## src/rtl/cdb_arbiter.sv

```systemverilog
// Common Data Bus arbiter: buffers completed results from each execution unit
// in a small per-source FIFO and broadcasts one result per cycle, chosen
// round-robin, on a registered CDB (valid, lock index, result).
//
// Source handshake: a source presents a result by raising src_valid[s] with
// src_index/src_result for that slot. The result is taken on the rising edge
// when src_stall[s] is low and the lock index is non-zero. While src_stall[s]
// is high the source must hold its result and present it again. A zero lock
// index is dropped silently. src_stall depends only on registered FIFO
// occupancy, so a same-cycle pop never frees a slot for a same-cycle push.
module cdb_arbiter #(
    parameter int N_SRC      = 3,
    parameter int FIFO_DEPTH = 2,
    parameter int LOCK_W     = 5,
    parameter int DATA_W     = 32
) (
    input  logic                    clk,
    input  logic                    rst,
    input  logic                    flush,
    input  logic [N_SRC-1:0]        src_valid,
    input  logic [N_SRC*LOCK_W-1:0] src_index,
    input  logic [N_SRC*DATA_W-1:0] src_result,
    output logic [N_SRC-1:0]        src_stall,
    output logic                    cdb_valid,
    output logic [LOCK_W-1:0]       cdb_index,
    output logic [DATA_W-1:0]       cdb_result
);

    localparam int PTR_W = $clog2(FIFO_DEPTH);
    localparam int CNT_W = $clog2(FIFO_DEPTH + 1);
    localparam int SRC_W = (N_SRC > 1) ? $clog2(N_SRC) : 1;
    localparam int ENT_W = LOCK_W + DATA_W;
    localparam logic [CNT_W-1:0] FULL_CNT = CNT_W'(FIFO_DEPTH);

    // FIFO storage; each entry is {lock index, result}
    logic [ENT_W-1:0] mem_q [N_SRC][FIFO_DEPTH];

    logic [PTR_W-1:0] wptr_q [N_SRC];
    logic [PTR_W-1:0] wptr_d [N_SRC];
    logic [PTR_W-1:0] rptr_q [N_SRC];
    logic [PTR_W-1:0] rptr_d [N_SRC];
    logic [CNT_W-1:0] cnt_q  [N_SRC];
    logic [CNT_W-1:0] cnt_d  [N_SRC];

    logic [SRC_W-1:0] rr_ptr_q;
    logic [SRC_W-1:0] rr_ptr_d;

    logic              cdb_valid_q;
    logic              cdb_valid_d;
    logic [LOCK_W-1:0] cdb_index_q;
    logic [LOCK_W-1:0] cdb_index_d;
    logic [DATA_W-1:0] cdb_result_q;
    logic [DATA_W-1:0] cdb_result_d;

    logic [N_SRC-1:0] push;
    logic [N_SRC-1:0] pop;
    logic             grant;
    logic [SRC_W-1:0] winner;
    logic [SRC_W:0]   cand_sum;
    logic [SRC_W-1:0] cand;
    logic [ENT_W-1:0] head;

    assign cdb_valid  = cdb_valid_q;
    assign cdb_index  = cdb_index_q;
    assign cdb_result = cdb_result_q;

    // Stall when full, and accept a push only for a non-zero lock index
    always_comb begin
        src_stall = '0;
        push      = '0;
        for (int s = 0; s < N_SRC; s++) begin
            src_stall[s] = (cnt_q[s] == FULL_CNT);
            push[s]      = src_valid[s] && (cnt_q[s] != FULL_CNT) &&
                           (src_index[s*LOCK_W +: LOCK_W] != '0);
        end
    end

    // Round-robin scan from rr_ptr over FIFOs non-empty at the start of the cycle
    always_comb begin
        grant    = 1'b0;
        winner   = '0;
        cand_sum = '0;
        cand     = '0;
        for (int k = 0; k < N_SRC; k++) begin
            cand_sum = {1'b0, rr_ptr_q} + (SRC_W+1)'(k);
            if (cand_sum >= (SRC_W+1)'(N_SRC)) begin
                cand_sum = cand_sum - (SRC_W+1)'(N_SRC);
            end
            cand = cand_sum[SRC_W-1:0];
            if (!grant && (cnt_q[cand] != '0)) begin
                grant  = 1'b1;
                winner = cand;
            end
        end
    end

    // Per-FIFO pointer and occupancy update; push and pop together keep the count
    always_comb begin
        pop = '0;
        for (int s = 0; s < N_SRC; s++) begin
            pop[s]    = grant && (winner == SRC_W'(s));
            wptr_d[s] = wptr_q[s];
            rptr_d[s] = rptr_q[s];
            cnt_d[s]  = cnt_q[s];
            if (push[s]) begin
                wptr_d[s] = wptr_q[s] + PTR_W'(1);
            end
            if (pop[s]) begin
                rptr_d[s] = rptr_q[s] + PTR_W'(1);
            end
            case ({push[s], pop[s]})
                2'b10:   cnt_d[s] = cnt_q[s] + CNT_W'(1);
                2'b01:   cnt_d[s] = cnt_q[s] - CNT_W'(1);
                default: cnt_d[s] = cnt_q[s];
            endcase
        end
    end

    // Next CDB broadcast and round-robin pointer; idle cycles drive zeros
    always_comb begin
        cdb_valid_d  = 1'b0;
        cdb_index_d  = '0;
        cdb_result_d = '0;
        rr_ptr_d     = rr_ptr_q;
        head         = '0;
        if (grant) begin
            head         = mem_q[winner][rptr_q[winner]];
            cdb_valid_d  = 1'b1;
            cdb_index_d  = head[ENT_W-1 -: LOCK_W];
            cdb_result_d = head[DATA_W-1:0];
            rr_ptr_d     = (winner == SRC_W'(N_SRC - 1)) ? '0 : winner + 1'b1;
        end
    end

    // FIFO storage write; reset and flush only clear pointers, never the data
    always_ff @(posedge clk) begin
        if (rst && !flush) begin
            for (int s = 0; s < N_SRC; s++) begin
                if (push[s]) begin
                    mem_q[s][wptr_q[s]] <= {src_index[s*LOCK_W +: LOCK_W],
                                            src_result[s*DATA_W +: DATA_W]};
                end
            end
        end
    end

    // State registers: reset clears everything, flush clears all but rr_ptr
    always_ff @(posedge clk) begin
        if (!rst) begin
            for (int s = 0; s < N_SRC; s++) begin
                wptr_q[s] <= '0;
                rptr_q[s] <= '0;
                cnt_q[s]  <= '0;
            end
            rr_ptr_q     <= '0;
            cdb_valid_q  <= 1'b0;
            cdb_index_q  <= '0;
            cdb_result_q <= '0;
        end else if (flush) begin
            for (int s = 0; s < N_SRC; s++) begin
                wptr_q[s] <= '0;
                rptr_q[s] <= '0;
                cnt_q[s]  <= '0;
            end
            cdb_valid_q  <= 1'b0;
            cdb_index_q  <= '0;
            cdb_result_q <= '0;
        end else begin
            for (int s = 0; s < N_SRC; s++) begin
                wptr_q[s] <= wptr_d[s];
                rptr_q[s] <= rptr_d[s];
                cnt_q[s]  <= cnt_d[s];
            end
            rr_ptr_q     <= rr_ptr_d;
            cdb_valid_q  <= cdb_valid_d;
            cdb_index_q  <= cdb_index_d;
            cdb_result_q <= cdb_result_d;
        end
    end

endmodule

```

## config.mk

```make
export PLATFORM = sky130hd
export DESIGN_NAME = cdb_arbiter
export DESIGN_NICKNAME = d
export VERILOG_FILES = /design/src/rtl/cdb_arbiter.sv
export SDC_FILE = /design/constraint.sdc
export NUM_CORES = 1
export LEC_CHECK = 0
export CAP_MARGIN = 20
export CORE_UTILIZATION = 55
export CTS_BUF_LIST = sky130_fd_sc_hd__clkbuf_8
export DETAILED_ROUTE_END_ITERATION = 6
export HOLD_SLACK_MARGIN = 0.08
export PLACE_DENSITY_LB_ADDON = 0.12
export SETUP_SLACK_MARGIN = 0.2
export SYNTH_ARGS = -nofsm -noshare
export SYNTH_HDL_FRONTEND = slang
export SYNTH_SLANG_ARGS = --single-unit
```

## constraint.sdc

```tcl
create_clock -name clk -period 5.7 [get_ports clk]
set_input_delay 1.71 -clock clk [delete_from_list [all_inputs] [get_ports clk]]
set_output_delay 1.71 -clock clk [all_outputs]
set_load 0.02 [all_outputs]
```

==> flow_metrics.py, run 1 <==
metrics = {
    "outcome": {
        "status": "finished, final reports clean",
    },
    "cts": {
        "cts-root-buf": "clkbuf_8",
        "postCtsSetupRepairBufs": 0,
        "htreeDepth": 2,
        "ctsResizeCount": 0,
        "clkSinkCount": 274,
        "clock_path_buffers": 3,
        "tritoncts": "yes",
        "ctsHoldBuffers": 0,
        "path_clk_slew_ns": 0.06,
        "insertion_delay_ns": 0.54,
        "cts-buffers-inserted": 43,
    },
    "logic_synthesis": {
        "synth_area_sq_um": 10470,
        "synth_cell_type_count": 38,
        "synth_area_leader_cell": "edfxtp_1",
        "synth_most_common_cell": "edfxtp_1",
        "yosys_register_bits": 274,
        "synthCells": 558,
        "synth_edf_count": 234,
        "yosysWarnings": 0,
        "synth_common_cells": "234 x edfxtp_1, 48 x nand2_1, 40 x dfxtp_1",
        "synth.avg_cell_area_sq_um": 18.76,
        "synth_top_area_share_pct": 67.13,
        "ys_top_cells_by_area": "edfxtp_1 67%, dfxtp_1 7.7%, mux4_1 7.5%",
        "yosysSeqAreaShare_pct": 74.78,
        "synthArstFlopShare_pct": 0,
        "synth_top_flop_cell": "edfxtp_1",
        "postSynthNetCount": 682,
    },
    "detailed_routing": {
        "dr.pass1.iters": 4,
        "drc": 0,
        "wl_um": 21120,
        "vias_per_cell": 5.578,
        "detail-route-antenna-nets": 0,
        "route.detailed.wl_per_inst_um": 20.91,
        "vias": 5634,
        "drtIter0Drc": 371,
    },
    "global_routing": {
        "use_met3_pct": 4.581,
        "grt_util_met1_pct": 29.28,
        "grt_pass1_wl_um": 32630,
        "grt_remaining_overflow": 0,
        "grt_max_degree": 81,
        "use_met2_pct": 37.21,
        "grt_busiest_layer": "met2",
        "grt_pass1_vias": 6045,
        "grt_antenna_before_repair": 0,
        "globalRouteTotalUtil_pct": 22.29,
    },
    "worst_setup_path": {
        "path_max_fanout": 19,
        "cpPeakStageDelay_ns": 0.63,
        "cp.arrival_ns": 3.99,
        "end_kind": "flop",
        "startpoint_type": "input port",
        "path_class": "input port to flop",
        "crit_chain": "clkdlybuf4s50_1, nor2b_1, nand2_1, nor2_4, buf_4",
        "slowest_stage": "nor2b_1",
        "worstPathRequired_ns": 5.90,
    },
    "timing": {
        "drv_slew": 0,
        "tightestPinTransition_ns": 1.049,
        "fin_crit_sh_pct": 66.43,
        "setup_viol": 0,
        "min_period_ns": 3.786,
        "fmax_mhz": 264.1,
        "grt_setup_unrepaired": "false",
        "slew_headroom_pct": 29.93,
        "finalSetupTns_ns": 0,
        "hold_viol_final": 0,
        "finClkSkew_ns": 0.01200,
    },
    "floorplanning": {
        "die_y_um": 140.0,
        "dieArea_sq_um": 19590,
        "core_sq_um": 18710,
        "fp.dieW_um": 140.0,
        "ioPinCount": 158,
        "initial_core_util_pct": 55.96,
        "rows": 50,
    },
    "power_and_ir_drop": {
        "p_per_area_nw_per_um2": 442.8,
        "p_leak_nw": 4.944,
        "ir_drop_v": 0.0002727,
    },
    "run": {
        "maxCapViolations": 0,
    },
    "place": {
        "dp_cells": 930,
        "gp_congestion": 0.7741,
        "hpwl_um": 13250,
        "portBuffers": 157,
    },
    "finish": {
        "syn2layout_area_growth_pct": 26.60,
        "ff_latch_area_sq_um": 7828,
        "drive_gt1_share_pct": 12.37,
        "antennaDiodeCount": 0,
        "multi_input_area_sq_um": 2516,
        "stdcell_count": 1010,
        "num-fill-cells": 1189,
        "final_nets": 866,
    },
    "min_path": {
        "hold_path.class": "flop to flop",
    },
}
## path summary, 6_finish.rpt
| check | startpoint | to | slack (ns) | depth (start not counted) |
|---|---|---|---|---|
| min | rr_ptr_q[1]$_SDFFE_PN0N_ | rr_ptr_q[1]$_SDFFE_PN0N_ | 0.53 | 2 |
| max reg2reg | rr_ptr_q[0]$_SDFFE_PN0N_ | cdb_result[19]$_SDFF_PP0_ | 1.95 | 9 |
| max | rst | mem_q[1][6]$_DFFE_PP_ | 1.91 | 5 |
| min reg2reg | rr_ptr_q[1]$_SDFFE_PN0N_ | rr_ptr_q[1]$_SDFFE_PN0N_ | 0.53 | 2 |
## routing by layer
metal | share of wire (%) | vias to the layer above | wire length (um)
met3 | 5.8 | 32 | 1220
met2 | 49 | 180 | 10330
met5 | 0 | - | 0
met4 | 2.0 | 0 | 426
li1 | - | 2609 | -
met1 | 43 | 2813 | 9142
## placed cells by master, fill, tap and decap left out, types with 3 or more instances in the layout
cell and n:
or4_1 3, nor2_1 22, xnor2_1 4, dfxtp_1 40
clkinv_2 3, clkbuf_8 53, nor2b_1 6, ha_1 7
clkdlybuf4s50_1 157, o211a_1 37, o21ai_0 11, mux2i_1 37
nor3_2 3, mux4_1 30, edfxtp_1 234, nand2_1 48
mux4_2 7, o211ai_1 3, buf_4 10, inv_1 25
nor2_4 4
## critical path, delay by kind of cell
kind / cells / cell delay (ns)
buffers and inverters: 2 / 0.92
and+or+nand+nor: 3 / 1.35
## through the flow
step	util [%]	hold WS [ns]	area (sq um)	setup slack [ns]	power (mW)
6_report	70.84	0.5255	13250	1.914	5.868
3_5_place_dp	66.04	0.5203	12350	1.334	4.301
4_1_cts	70.70	0.5289	13220	1.890	5.929
3_3_place_gp	65.89	0.5037	12330	1.289	4.269
5_1_grt	70.84	0.5577	13250	1.691	6.152
2_1_floorplan	-	0.4825	10470	0.6382	3.768
## kinds of logic (layout without fill, tap and decap cells)
kind of cell | count (synthesis) | in the layout | share of synthesized area (%)
compound gates | 62 | 62 | 5.092
xor+xnor | 6 | 6 | 0.5020
fa+ha+maj | 7 | 7 | 0.8367
buf+inv | 37 | 255 | 1.757
flops | 274 | 274 | 74.78
mux | 77 | 77 | 12.93
simple gates | 95 | 95 | 4.100
## area by class of cell
type                       count  area share (%)
sequential                   274           59.07
multi-input combinational    247           18.99
timing repair buffer         170           12.99
clock buffer                  53           5.505
tap                          234           2.209
clock inverter                26           1.067
inverter                       6          0.1700
## flip-flops by register name, indices dropped and copies added, names as in the netlist
register and flops:
cdb_index 5, cdb_result 32, mem_q 222, cnt_q 6
rptr_q 3, wptr_q 3, cdb_valid 1, rr_ptr_q 2
## power breakdown
part           internal (mW)  total (mW)  switching, mW
clock                  0.890        1.62          0.730
sequential              2.34        2.42         0.0781
combinational          0.887        1.83          0.942
total                   4.12        5.87           1.75
No activity file was read; power rests on OpenSTA's default activity.
==> inputs of run 2 (changes only) <==
Clock period 5.7 ns to 3.5 ns, I/O delays scaled along.
==> flow_metrics.py, run 2 (synthesis results as in run 1) <==
metrics = {
    "outcome": {
        "status": "finished, final reports clean",
    },
    "finish": {
        "utilization_pct": 71.82,
        "multi_input_area_sq_um": 2527,
        "layout_common_cells": "234 x edfxtp_1, 157 x clkdlybuf4s50_1, 48 x nand2_1",
        "drive_gt1_share_pct": 14.00,
        "final_cell_area_sq_um": 13430,
        "syn2layout_area_growth_pct": 28.34,
        "antennaDiodeCount": 0,
        "final_nets": 890,
        "num-fill-cells": 1175,
        "ff_latch_area_sq_um": 7828,
        "final_common_cell": "edfxtp_1",
        "largest_register_ff_count": 222,
    },
    "power_and_ir_drop": {
        "p_per_area_nw_per_um2": 723.0,
        "p_leak_nw": 5.057,
        "ir_drop_v": 0.0003960,
        "power_mw": 9.713,
    },
    "global_routing": {
        "grt_max_degree": 45,
        "grt_pass1_wl_um": 33200,
        "grt_antenna_before_repair": 0,
        "globalRouteTotalUtil_pct": 22.85,
        "grt_pass1_vias": 6148,
        "grt_remaining_overflow": 0,
    },
    "worst_setup_path": {
        "crit_chain": "inv_1, ha_1, nor4b_2, a211oi_2, or2_4, o31a_1, mux2_4, buf_12, mux4_1, o211a_1",
        "r2r_slack_ns": 0.33,
        "worstPathRequired_ns": 3.92,
        "startpoint_type": "flop",
        "cpPeakStageDelay_ns": 0.41,
        "reg2reg_from": "rr_ptr_q[0]$_SDFFE_PN0N_",
        "path_max_fanout": 37,
        "slowest_stage": "dfxtp_1",
        "critPathBufInv": 2,
        "regToRegEndpoint": "cdb_result[12]$_SDFF_PP0_",
        "cp.arrival_ns": 3.59,
        "path_class": "flop to flop",
        "r2r.worst_path.cells": 10,
        "end_kind": "flop",
        "critPathTopFamily": "compound AO/OA/AOI/OAI gates",
    },
    "cts": {
        "ctsHoldBuffers": 0,
        "htreeDepth": 2,
        "clock_path_buffers": 3,
        "clkSinkCount": 274,
        "tritoncts": "yes",
        "cts-root-buf": "clkbuf_8",
        "insertion_delay_ns": 0.54,
        "cts-buffers-inserted": 43,
        "path_clk_slew_ns": 0.07,
    },
    "timing": {
        "setup_viol": 0,
        "hold_viol_final": 0,
        "fin_crit_sh_pct": 90.60,
        "hold_slack_ns": 0.5461,
        "setup_ws_ns": 0.3290,
        "fmax_mhz": 315.4,
        "min_period_ns": 3.171,
        "finClkSkew_ns": 0.01078,
        "slew_headroom_pct": 57.61,
        "tightestPinTransition_ns": 0.6343,
        "drv_slew": 0,
        "grt_setup_unrepaired": "false",
    },
    "detailed_routing": {
        "wl_um": 21520,
        "drtIter0Drc": 321,
        "detail-route-antenna-nets": 0,
        "dr.pass1.iters": 5,
        "route.detailed.wl_per_inst_um": 20.81,
        "drc": 0,
        "vias": 5784,
        "vias_per_cell": 5.594,
    },
    "place": {
        "post-place-ws_ns": -0.02202,
        "place_area_sq_um": 12520,
        "gp_congestion": 0.7599,
        "hpwl_um": 14080,
        "portBuffers": 157,
    },
    "min_path": {
        "whs_path_depth": 2,
        "hold_start": "rr_ptr_q[1]$_SDFFE_PN0N_",
        "hold_path.class": "flop to flop",
        "holdPathEnd": "rr_ptr_q[1]$_SDFFE_PN0N_",
    },
    "floorplanning": {
        "fp.dieW_um": 140.0,
        "die_y_um": 140.0,
        "rows": 50,
        "ioPinCount": 158,
        "core_sq_um": 18710,
        "initial_core_util_pct": 55.96,
        "dieArea_sq_um": 19590,
    },
    "run": {
        "maxCapViolations": 0,
    },
}
==> run 2: changes by cell type in the layout (fill, tap and decap cells not counted), sizes merged <==
cell,before,now
buf,13,37
clkbuf,53,47
inv,27,31
clkinv,3,5
==> run 2: report_power, final <==
part | switching, mW | total, mW | internal [mW]
registers | 0.120 | 3.93 | 3.81
clock network | 1.16 | 2.47 | 1.31
logic | 1.62 | 3.31 | 1.69
==> run 2: repair_timing <==
| action | CTS | global route |
|---|---|---|
| endpoints found under the setup margin | 25 | 34 |
| resized for setup | 1 | 1 |
| setup buffers | 0 | 5 |
==> run 2: layout make-up <==
class	instances	area share [%]
clock buffers	47	4.815
well taps	234	2.179
repair buffers	194	14.59
clock inverters	32	1.164
multi-input cells	247	18.81
flip-flops and latches	274	58.27
inverters	6	0.1676
==> run 2: worst reg2reg max path, cell delays in order, from the launching register on <==
cell and delay [ns]:
dfxtp_1 0.41, inv_1 0.09, ha_1 0.34, nor4b_2 0.35, a211oi_2 0.13, or2_4 0.31, o31a_1 0.33, mux2_4 0.23
buf_12 0.23, mux4_1 0.39, o211a_1 0.25
==> run 2: metal layers <==
metal | GRT usage [%] | part of all wire [%] | wire, um
met5 | 0 | 0 | 0
met4 | 6.998 | 2.0 | 435
met3 | 5.299 | 7.1 | 1519
met2 | 38.66 | 50 | 10690
met1 | 29.62 | 41 | 8867
==> run 2: worst max-delay path by stage <==
stage	cells after the start	slack [ns]	from	end
6_report	10	0.33	rr_ptr_q[0]$_SDFFE_PN0N_	cdb_result[12]$_SDFF_PP0_
5_1_grt	10	0.21	rr_ptr_q[0]$_SDFFE_PN0N_	cdb_index[4]$_SDFF_PP0_
4_1_cts	9	0.23	rr_ptr_q[0]$_SDFFE_PN0N_	cdb_result[13]$_SDFF_PP0_
3_5_place_dp	6	-0.02	rst	mem_q[1][32]$_DFFE_PP_
3_3_place_gp	6	0.03	src_index[0]	mem_q[0][26]$_DFFE_PP_
2_1_floorplan	3	-0.90	src_valid[1]	mem_q[1][37]$_DFFE_PP_
==> run 2: through the flow <==
stage	setup TNS (ns)	cells
after detailed placement	-0.1527	947
final	0	1034
after global routing	0	1034
after floorplan	-102.40	558
after global placement	0	946
after CTS	0	1026
==> inputs of run 3 (changes only) <==
Settings changed: RECOVER_POWER from default to 25.
==> flow_metrics.py, run 3 (synthesis results as in run 1) <==
metrics = {
    "floorplanning": {
        "die_y_um": 140.0,
        "core_sq_um": 18710,
        "rows": 50,
        "dieArea_sq_um": 19590,
        "initial_core_util_pct": 55.96,
        "ioPinCount": 158,
        "fp.dieW_um": 140.0,
    },
    "cts": {
        "insertion_delay_ns": 0.54,
        "cts-root-buf": "clkbuf_8",
        "path_clk_slew_ns": 0.07,
        "clkSinkCount": 274,
        "htreeDepth": 2,
        "clock_path_buffers": 3,
        "tritoncts": "yes",
        "ctsHoldBuffers": 0,
        "cts-buffers-inserted": 43,
    },
    "timing": {
        "tightestPinTransition_ns": 0.6428,
        "slew_headroom_pct": 57.05,
        "hold_viol_final": 0,
        "grt_setup_unrepaired": "false",
        "fin_crit_sh_pct": 91.02,
        "setup_viol": 0,
        "hold_slack_ns": 0.5428,
        "finClkSkew_ns": 0.01242,
        "fmax_mhz": 313.9,
        "drv_slew": 0,
        "min_period_ns": 3.186,
    },
    "worst_setup_path": {
        "path_max_fanout": 37,
        "worstPathRequired_ns": 3.92,
        "startpoint_type": "flop",
        "r2r_slack_ns": 0.31,
        "cp.arrival_ns": 3.61,
        "path_class": "flop to flop",
        "end_kind": "flop",
    },
    "finish": {
        "syn2layout_area_growth_pct": 28.48,
        "final_nets": 890,
        "utilization_pct": 71.90,
        "drive_gt1_share_pct": 14.00,
        "final_common_cell": "edfxtp_1",
        "num-fill-cells": 1171,
        "largest_register_ff_count": 222,
        "layout_common_cells": "234 x edfxtp_1, 86 x clkdlybuf4s50_1, 71 x dlygate4sd3_1",
        "stdcell_count": 1040,
    },
    "power_and_ir_drop": {
        "pwr-share-clk_pct": 25.5,
        "seqPwrFrac_pct": 40.5,
        "internal_power_mw": 6.792,
        "p_leak_nw": 5.075,
        "p_sw_mw": 2.912,
        "power_mw": 9.704,
        "p_per_area_nw_per_um2": 721.5,
        "comb_power_share_pct": 34.0,
        "ir_drop_v": 0.0003957,
        "switching_share_pct": 30.01,
    },
    "run": {
        "maxCapViolations": 0,
    },
    "global_routing": {
        "grt_remaining_overflow": 0,
        "grt_max_degree": 45,
        "grt_antenna_before_repair": 5,
        "grt_pass1_wl_um": 33200,
        "globalRouteTotalUtil_pct": 22.85,
        "grt_pass1_vias": 6148,
    },
    "detailed_routing": {
        "vias": 5783,
        "drc": 0,
        "dr.pass1.iters": 4,
        "vias_per_cell": 5.561,
        "wl_um": 21550,
        "drtIter0Drc": 323,
        "detail-route-antenna-nets": 0,
        "route.detailed.wl_per_inst_um": 20.72,
    },
    "min_path": {
        "hold_path.class": "flop to flop",
    },
    "place": {
        "dp_cells": 947,
        "gp_congestion": 0.7599,
        "hpwl_um": 14080,
        "portBuffers": 157,
    },
    "outcome": {
        "status": "finished, final reports clean",
    },
}
run 3: cell count changes in the layout (fill, tap and decap cells not counted), sizes merged:
cell	previous run	this run
dlygate4sd3	0	71
clkdlybuf4s50	157	86
diode	0	6
run 3: final timing paths:
check	to	cells after the start	start
min reg2reg	rr_ptr_q[1]$_SDFFE_PN0N_	2	rr_ptr_q[1]$_SDFFE_PN0N_
max	cdb_result[12]$_SDFF_PP0_	10	rr_ptr_q[0]$_SDFFE_PN0N_
min	rr_ptr_q[1]$_SDFFE_PN0N_	2	rr_ptr_q[1]$_SDFFE_PN0N_
max reg2reg	cdb_result[12]$_SDFF_PP0_	10	rr_ptr_q[0]$_SDFFE_PN0N_
run 3: cell type report:
class	count	area [sq um]	share of cell area, %
tap	234	292.8	2.177
inverter	6	22.52	0.1675
clock buffer	47	646.9	4.810
multi-input combinational	247	2527	18.79
sequential	274	7828	58.20
timing repair buffer	194	1961	14.58
antenna	6	15.01	0.1116
clock inverter	32	156.4	1.163
run 3: power groups by stage:
stage	logic [mW]	registers, mW	clock network [mW]
global route	3.52	3.96	2.68
global placement	3.14	3.98	0
CTS	3.21	3.93	2.53
detailed placement	3.19	4.00	0
floorplan	2.07	4.07	0
finish	3.30	3.93	2.47
run 3: repair_timing:
item	4_1_cts	5_1_grt
hold endpoints to repair	0	0
setup buffers	0	5
gates resized for setup	1	1
endpoints found under the setup margin	25	34
run 3: stage by stage:
| stage | TNS, ns | instance area, sq um | worst slack, ns |
|---|---|---|---|
| final | 0 | 13450 | 0.3141 |
| after global routing | 0 | 13440 | 0.2057 |
| after CTS | 0 | 13330 | 0.2271 |
| after detailed placement | -0.1527 | 12520 | -0.02202 |
| after global placement | 0 | 12500 | 0.02859 |
| after floorplan | -102.40 | 10470 | -0.9018 |
run 3: layer usage:
layer	vias up	GRT usage, %	routed length (um)
met1	2884	29.62	9007
met5	-	0	10
li1	2661	-	-
met2	208	38.66	10820
met4	2	6.998	341
met3	28	5.299	1373
run 3: critical path, stage by stage (launching register included):
cell	delay (ns)
dfxtp_1	0.41
inv_1	0.09
ha_1	0.35
nor4b_2	0.36
a211oi_2	0.13
or2_4	0.31
o31a_1	0.33
mux2_4	0.23
buf_12	0.23
mux4_1	0.38
o211a_1	0.25
